$ cat src/rtl/guvm_wb_responder.sv
// Wishbone memory-side responder for the Amber 128-bit bus: reads are served from a
// bench-fed instruction FIFO, writes are captured into a store FIFO for checking.
module guvm_wb_responder #(
  parameter int          INS_DEPTH = 8,
  parameter int          ST_DEPTH  = 4,
  parameter int          ACK_LAT   = 1,
  parameter logic [31:0] FILL_WORD = 32'hF0801003
) (
  input  logic         i_clk,
  input  logic         i_rst_n,
  input  logic         i_ins_valid,
  input  logic [31:0]  i_ins_data,
  output logic         o_ins_ready,
  output logic         o_st_valid,
  output logic [31:0]  o_st_adr,
  output logic [31:0]  o_st_dat,
  input  logic         i_st_ready,
  input  logic [31:0]  i_wb_adr,
  input  logic [15:0]  i_wb_sel,
  input  logic         i_wb_we,
  input  logic [127:0] i_wb_dat,
  input  logic         i_wb_cyc,
  input  logic         i_wb_stb,
  output logic [127:0] o_wb_dat,
  output logic         o_wb_ack,
  output logic         o_wb_err
);

  localparam int         IAW      = $clog2(INS_DEPTH);
  localparam int         SAW      = $clog2(ST_DEPTH);
  localparam logic [2:0] LAT_INIT = (ACK_LAT > 0) ? 3'(ACK_LAT - 1) : 3'd0;

  typedef enum logic [1:0] {S_IDLE, S_WAIT, S_RESP} state_e;

  state_e      state_q, state_d;
  logic [2:0]  cnt_q, cnt_d;
  logic        latch_en;
  logic [31:0] adr_q;
  logic        we_q;
  logic [15:0] sel_q;
  logic [31:0] wdat_q;

  logic [31:0]    ins_mem_q [INS_DEPTH];
  logic [IAW-1:0] ins_wr_q, ins_rd_q;
  logic [IAW:0]   ins_cnt_q;
  logic           ins_full, ins_empty, ins_push, ins_pop;

  logic [63:0]    st_mem_q [ST_DEPTH];
  logic [SAW-1:0] st_wr_q, st_rd_q;
  logic [SAW:0]   st_cnt_q;
  logic           st_full, st_empty, st_push, st_pop;
  logic [63:0]    st_head;

  logic err_w, res_ok, req_ok;

  assign ins_full  = (ins_cnt_q == (IAW+1)'(INS_DEPTH));
  assign ins_empty = (ins_cnt_q == '0);
  assign st_full   = (st_cnt_q == (SAW+1)'(ST_DEPTH));
  assign st_empty  = (st_cnt_q == '0);

  assign err_w  = we_q && (sel_q == '0);
  assign res_ok = we_q ? (err_w || !st_full) : !ins_empty;
  assign req_ok = i_wb_we ? ((i_wb_sel == '0) || !st_full) : !ins_empty;

  assign ins_push = i_ins_valid && !ins_full;
  assign ins_pop  = (state_q == S_RESP) && !we_q && !ins_empty;
  assign st_push  = (state_q == S_RESP) && we_q && !err_w && !st_full;
  assign st_pop   = !st_empty && i_st_ready;

  // NOTE: storage arrays are not reset; only pointers and counts are, and the
  // store-head outputs are masked to zero while that queue is empty.
  always_ff @(posedge i_clk) begin
    if (ins_push) ins_mem_q[ins_wr_q] <= i_ins_data;
    if (st_push)  st_mem_q[st_wr_q]   <= {adr_q, wdat_q};
  end

  // NOTE: every clocked block uses non-blocking assignments so all flops sample
  // pre-edge values regardless of block ordering.
  always_ff @(posedge i_clk or negedge i_rst_n) begin
    if (!i_rst_n) begin
      ins_wr_q  <= '0;
      ins_rd_q  <= '0;
      ins_cnt_q <= '0;
      st_wr_q   <= '0;
      st_rd_q   <= '0;
      st_cnt_q  <= '0;
    end else begin
      if (ins_push) ins_wr_q <= ins_wr_q + 1'b1;
      if (ins_pop)  ins_rd_q <= ins_rd_q + 1'b1;
      case ({ins_push, ins_pop})
        2'b10:   ins_cnt_q <= ins_cnt_q + 1'b1;
        2'b01:   ins_cnt_q <= ins_cnt_q - 1'b1;
        default: ;
      endcase
      if (st_push) st_wr_q <= st_wr_q + 1'b1;
      if (st_pop)  st_rd_q <= st_rd_q + 1'b1;
      case ({st_push, st_pop})
        2'b10:   st_cnt_q <= st_cnt_q + 1'b1;
        2'b01:   st_cnt_q <= st_cnt_q - 1'b1;
        default: ;
      endcase
    end
  end

  always_ff @(posedge i_clk or negedge i_rst_n) begin
    if (!i_rst_n) begin
      state_q <= S_IDLE;
      cnt_q   <= '0;
      adr_q   <= '0;
      we_q    <= 1'b0;
      sel_q   <= '0;
      wdat_q  <= '0;
    end else begin
      state_q <= state_d;
      cnt_q   <= cnt_d;
      if (latch_en) begin
        adr_q  <= i_wb_adr;
        we_q   <= i_wb_we;
        sel_q  <= i_wb_sel;
        wdat_q <= i_wb_dat[{i_wb_adr[3:2], 5'd0} +: 32];
      end
    end
  end

  // NOTE: defaults come first so no path through the case leaves a signal
  // unassigned, which would otherwise infer a latch.
  always_comb begin
    state_d  = state_q;
    cnt_d    = cnt_q;
    latch_en = 1'b0;
    case (state_q)
      S_IDLE: begin
        if (i_wb_cyc && i_wb_stb) begin
          latch_en = 1'b1;
          // Zero latency still honours the resource check; a stall parks in WAIT.
          if ((ACK_LAT == 0) && req_ok) begin
            state_d = S_RESP;
          end else begin
            state_d = S_WAIT;
            cnt_d   = LAT_INIT;
          end
        end
      end
      S_WAIT: begin
        if (!i_wb_cyc)          state_d = S_IDLE;
        else if (cnt_q != '0)   cnt_d   = cnt_q - 1'b1;
        else if (res_ok)        state_d = S_RESP;
      end
      S_RESP:  state_d = S_IDLE;
      default: state_d = S_IDLE;
    endcase
  end

  always_comb begin
    o_wb_dat = {4{FILL_WORD}};
    if ((state_q == S_RESP) && !we_q) o_wb_dat[{adr_q[3:2], 5'd0} +: 32] = ins_mem_q[ins_rd_q];
  end

  assign st_head     = st_mem_q[st_rd_q];
  assign o_wb_ack    = (state_q == S_RESP) && !err_w;
  assign o_wb_err    = (state_q == S_RESP) && err_w;
  assign o_ins_ready = !ins_full;
  assign o_st_valid  = !st_empty;
  assign o_st_adr    = st_empty ? 32'd0 : st_head[63:32];
  assign o_st_dat    = st_empty ? 32'd0 : st_head[31:0];

endmodule

$ cat config.mk
export PLATFORM = sky130hd
export DESIGN_NAME = guvm_wb_responder
export DESIGN_NICKNAME = d
export VERILOG_FILES = /design/src/rtl/guvm_wb_responder.sv
export SDC_FILE = /design/constraint.sdc
export NUM_CORES = 1
export LEC_CHECK = 0
export ABC_CLOCK_PERIOD_IN_PS = 14800
export CORE_MARGIN = 3
export CORE_UTILIZATION = 41
export CTS_CLUSTER_DIAMETER = 100
export DETAILED_ROUTE_END_ITERATION = 10
export GPL_TIMING_DRIVEN = 0
export HOLD_SLACK_MARGIN = 0.08
export PLACE_DENSITY_LB_ADDON = 0.3
export RECOVER_POWER = 100
export SLEW_MARGIN = 10
export SYNTH_ARGS = -nofsm -noshare
export SYNTH_HDL_FRONTEND = slang
export SYNTH_SLANG_ARGS = --single-unit
export TNS_END_PERCENT = 20
$ cat constraint.sdc
create_clock -name i_clk -period 14.8 [get_ports i_clk]
set_input_delay 2.22 -clock i_clk [delete_from_list [all_inputs] [get_ports i_clk]]
set_output_delay 2.22 -clock i_clk [all_outputs]
set_load 0.03 [all_outputs]
Yosys cells after proc, flatten, opt, wreduce, memory -nomap -nowiden:

Memory sizes are Yosys's and may differ from the RTL's.
Index checks and enable logic that the tools add are counted.

* output and inout port bits: 196
* bits of input ports: 215
* register bits after elaboration: 103
* memories: 2
* memory bits (writable): 512

* shift-type cells: 3
* add/subtract/negate cells: 10
* bitwise gates (word level): 3
* multiplexer cells: 21
* eq/ne operators: 13
* reduce and logical (&&, ||, !) cells: 28

Memory list
* ins_mem_q: words 8, width 32, read ports 1, clocked after Yosys merged registers in 0, write ports 1, RTL line 43 `logic [31:0] ins_mem_q [INS_DEPTH];`
* st_mem_q: words 4, width 64, read ports 1, clocked after Yosys merged registers in 0, write ports 1, RTL line 48 `logic [63:0] st_mem_q [ST_DEPTH];`

Operators by type and width (count)
* $mux 128: 1
* $shift 32x9->128 const A: 1
* $shiftx 128x8->32: 1
* $shiftx 32x9->128: 1
* $and 96x96->96: 1
* $mux 32: 2
* $not 32->32: 1
* $or 32x32->32: 1
* $logic_not 16->1: 1
* $pmux 3 s2: 2
* $logic_and 1x1->1: 11
* $add 3x1->3 const B: 3
* $mux 3: 3
* $neg 7->9: 1
* $mux 2: 4
* $pmux 4 s2: 1
* $mux 1: 7
* $eq 2x1->1 const B: 3
* $eq 2x2->1 const B: 3
* $logic_not 1->1: 6
* $ne 2x2->1 const B: 3
* $ne 3x3->1 const B: 2
* $reduce_bool 2->1: 3
* $sub 3x1->3 const B: 2
* 13 further kinds: 14

Depth between registers and ports, before layout:

* depth in word-level cells: 8
* gate-level depth with buffers: 10
* depth with buffers taken out: 10

Worst setup path before layout:

Ideal clock, no wire load.

* kind: input to register
* start point: input port i_ins_valid
* end point: memory ins_mem_q[2][0] (enable)
* library setup time: 513 ps
* slack: 8162 ps
* cell stages on the path: 3
* arrival time: 6125 ps
* path buffers: 0
* cells stage by stage: a21boi_1 > inv_1 > nor4b_1

* cells in the longest elaborated chain, start to end: 3

RTL lines
* start, declared: RTL line 11 `input logic i_ins_valid,`
* $logic_and 1x1->1: RTL line 65 `assign ins_push = i_ins_valid && !ins_full;`
* $mux 1: RTL line 73 `if (ins_push) ins_mem_q[ins_wr_q] <= i_ins_data;`
* $mux 1 (implied by the code): RTL line 73
* end, declared: RTL line 43

Every way passes these cells.

==> load_flow_metrics.sql <==
INSERT INTO impl_metrics (metric_group, metric, value, unit) VALUES
('run', 'max_cap_violations', '10', ''),
('setup_path', 'crit_path_largest_cell_delay', '2760', 'ps'),
('setup_path', 'reg_to_reg_critical_path_startpoint', 'st_cnt_q[2]', ''),
('power', 'cellPowerDensity', '180', 'nW/µm²'),
('routing', 'drt-total-wl', '60500', 'µm'),
('routing', 'post_drt_via_cell_ratio', '5.28', ''),
('routing', 'wl_per_cell', '23.0', 'µm'),
('clock_network', 'numClockSinks', '615', ''),
('setup_path', 'path_delay_family', 'buffers and inverters', ''),
('setup_path', 'worst-r2r-cell-count', '5', ''),
('routing', 'first_iter_violations', '818', ''),
('floorplan', 'top_level_ports', '411', ''),
('clock_network', 'post-cts-setup-buffers', '0', ''),
('synth', 'cell_count_after_synthesis', '1293', ''),
('synth', 'synth_ff_type', 'sky130_fd_sc_hd__edfxtp_1', ''),
('placement', 'routabilityCongestion', '0.816', ''),
('synth', 'synthTopCellsByArea', 'sky130_fd_sc_hd__edfxtp_1 (61%), sky130_fd_sc_hd__mux4_2 (14%), sky130_fd_sc_hd__dfrtp_1 (10%)', ''),
('synth', 'synth-warning-count', '0', ''),
('hold_path', 'worst_hold_path_type', 'flop to flop', ''),
('clock_network', 'max-clock-path-buffers', '3', ''),
('setup_path', 'cp.depth', '2', ''),
('layout', 'layout-drive-gt1-share', '19.5', '%'),
('routing', 'drtPass1Iterations', '5', ''),
('setup_path', 'timing_startpoint_of_the_critical_path', 'i_rst_n', ''),
('timing', 'final_number_of_max_transition_violations', '374', ''),
('setup_path', 'worst_path_most_repeated_cell', 'sky130_fd_sc_hd__clkbuf_1', ''),
('clock_network', 'clkTransAtPathRegs', '60', 'ps'),
('layout', 'area.growth.synth_to_final', '28.9', '%'),
('global_routing', 'grt_max_degree', '64', ''),
('status', 'violations_in_the_final_reports', 'capacitance limit, slew limit', ''),
('layout', 'num-nets-final', '2035', ''),
('global_routing', 'global_route_congestion_overflow_total', '0', ''),
('floorplan', 'initial_utilization', '42.0', '%'),
('synth', 'postSynthAreaPerCell', '19.4', 'µm²'),
('setup_path', 'timing.critical_path.buf_inv', '2', ''),
('clock_network', 'hold_buffers', '0', ''),
('setup_path', 'critical_path.endpoint', 'st_wr_q[0]', ''),
('status', 'outcome', 'finished with violations', ''),
('setup_path', 'worstPathMaxFanout', '63', ''),
('synth', 'yosys_register_bits', '615', ''),
('global_routing', 'via_count_of_the_first_global_routing_pass', '14600', ''),
('setup_path', 'cp-start-kind', 'input port', ''),
('clock_network', 'cts_made_buffers', '60', ''),
('timing', 'accumulated_negative_setup_slack', '0', 'ps'),
('synth', 'synth-compound-area-share', '1.03', '%'),
('clock_network', 'clock-root-buffer', 'sky130_fd_sc_hd__clkbuf_16', ''),
('timing', 'setup_viol', '0', ''),
('routing', 'drt_drc_violations_left', '0', ''),
('synth', 'syn-num-nets', '1527', ''),
('synth', 'yosys.area_share.xor_xnor', '0.420', '%'),
('clock_network', 'worst_skew_pair.late_latency', '610', 'ps'),
('setup_path', 'standard_cell_with_the_maximum_stage_delay_on_the_critical_path', 'sky130_fd_sc_hd__clkbuf_1', ''),
('layout', 'final_cell_mix', 'sky130_fd_sc_hd__edfxtp_1 (512), sky130_fd_sc_hd__dlygate4sd3_1 (224), sky130_fd_sc_hd__clkdlybuf4s50_1 (183), sky130_fd_sc_hd__mux4_2 (160), sky130_fd_sc_hd__dfrtp_1 (103)', ''),
('synth', 'synth-adder-area-share', '1.01', '%'),
('setup_path', 'crit_type', 'input port to asynchronous set/reset pin', ''),
('timing', 'worstMarginPinSlew', '3780', 'ps'),
('setup_path', 'endpoint_of_the_worst_register_to_register_path', 'st_mem_q[3][29]', ''),
('synth', 'async_flop_share', '16.7', '%'),
('synth', 'edff_count_synth', '512', ''),
('synth', 'synth_top_family_by_area', 'multiplexers', ''),
('floorplan', 'placement_rows', '89', ''),
('timing', 'clock_skew', '19.6', 'ps'),
('layout', 'layout_commonest_cell', 'sky130_fd_sc_hd__edfxtp_1', ''),
('clock_network', 'tritoncts', 'yes', ''),
('synth', 'synth_top_area_share', '61.4', '%'),
('global_routing', 'grt_first_pass_wirelength', '90900', 'µm'),
('synth', 'synthDistinctLibCells', '43', ''),
('power', 'irDropWorstVdd', '0.111', 'mV'),
('timing', 'unrepaired_setup_endpoints_after_global_routing', 'no', ''),
('synth', 'synthSimpleGateAreaFrac', '4.82', '%'),
('layout', 'postLayoutCellArea', '32300', 'µm²');
-- how the worst min path moves through the flow --
stage           startpoint     endpoint  depth (start not counted)
2_1_floorplan  st_cnt_q[2]  st_cnt_q[2]                          1
3_3_place_gp   st_cnt_q[2]  st_cnt_q[2]                          1
3_5_place_dp     sel_q[14]    sel_q[14]                          1
4_1_cts          sel_q[14]    sel_q[14]                          1
5_1_grt          sel_q[12]    sel_q[12]                          1
6_report          sel_q[8]     sel_q[8]                          1
-- power by group --
group | leakage, µW | switching, µW | internal [µW]
logic | 0.00420 | 1030 | 798
clock network | 0.00102 | 650 | 931
registers | 0.00585 | 166 | 2250
-- final cells by class --
| cell class | instances | area (µm²) |
|---|---|---|
| Sequential cell | 615 | 18000 |
| Buffer | 73 | 300 |
| Clock buffer | 81 | 1690 |
| Antenna cell | 2 | 5.00 |
| Fill cell | 4651 | 27400 |
| Tap cell | 773 | 967 |
| Multi-Input combinational cell | 587 | 6680 |
| Timing Repair Buffer | 446 | 4220 |
| Clock inverter | 33 | 395 |
| Inverter | 18 | 67.6 |
-- per-layer routing --
metal	track usage [%]	wire [µm]
met3	3.95	3970
met1	25.5	25600
met2	32.0	30000
met5	0	69
met4	3.92	868
-- stage by stage --
step           instances  power [µW]  hold slack (ps)  worst slack, ps
6_report            2628        5820              500             7730
5_1_grt             2626        6090              514             6670
4_1_cts             2626        5970              503             8300
3_5_place_dp        2512        4390              488             9010
3_3_place_gp        2474        4310              466             4030
2_1_floorplan       1293        3620              447             8160
-- flip-flops by register name, indices dropped and copies added, names as in the netlist --
signal and cells:
state_q 2, sel_q 16, ins_wr_q 3, st_wr_q 2, st_mem_q 256, we_q 1, ins_cnt_q 4, wdat_q 32
adr_q 32, ins_rd_q 3, st_cnt_q 3, ins_mem_q 256, cnt_q 3, st_rd_q 2
-- Yosys cell counts, types with 2 or more instances --
| master | n |
|---|---|
| sky130_fd_sc_hd__mux4_2 | 160 |
| sky130_fd_sc_hd__fa_1 | 2 |
| sky130_fd_sc_hd__inv_1 | 18 |
| sky130_fd_sc_hd__and3b_1 | 2 |
| sky130_fd_sc_hd__dfrtp_1 | 103 |
| sky130_fd_sc_hd__nor3_1 | 5 |
| sky130_fd_sc_hd__or4_1 | 3 |
| sky130_fd_sc_hd__buf_2 | 31 |
| sky130_fd_sc_hd__a21oi_1 | 3 |
| sky130_fd_sc_hd__clkbuf_1 | 31 |
| sky130_fd_sc_hd__nor4_4 | 2 |
| sky130_fd_sc_hd__ha_1 | 17 |
| sky130_fd_sc_hd__nor3b_1 | 6 |
| sky130_fd_sc_hd__nor4_1 | 2 |
| sky130_fd_sc_hd__nor2_1 | 101 |
| sky130_fd_sc_hd__nand3_1 | 3 |
| sky130_fd_sc_hd__o21ai_0 | 39 |
| sky130_fd_sc_hd__buf_1 | 10 |
| sky130_fd_sc_hd__nand2b_1 | 2 |
| sky130_fd_sc_hd__nor2b_1 | 2 |
| sky130_fd_sc_hd__nand2_1 | 19 |
| sky130_fd_sc_hd__and2_1 | 74 |
| sky130_fd_sc_hd__xnor2_1 | 6 |
| sky130_fd_sc_hd__mux2_2 | 82 |
| sky130_fd_sc_hd__or3_1 | 3 |
| sky130_fd_sc_hd__edfxtp_1 | 512 |
| sky130_fd_sc_hd__mux2i_1 | 34 |
| sky130_fd_sc_hd__xor2_1 | 6 |
-- kinds of logic after synthesis --
logic type / count (synthesis)
mux: 277
fa+ha+maj: 19
compound gates: 48
xor+xnor: 12
simple gates: 231
flops: 615
buf+inv: 91
-- worst register-to-register path, delay by kind of cell (launching register included) --
kind	cells	cell delay, ps
AOI/OAI and AO/OA	1	470
and+or+nand+nor	3	2140
buffers and inverters	1	1900
DFF	1	400
No activity file was read; power rests on OpenSTA's default activity.
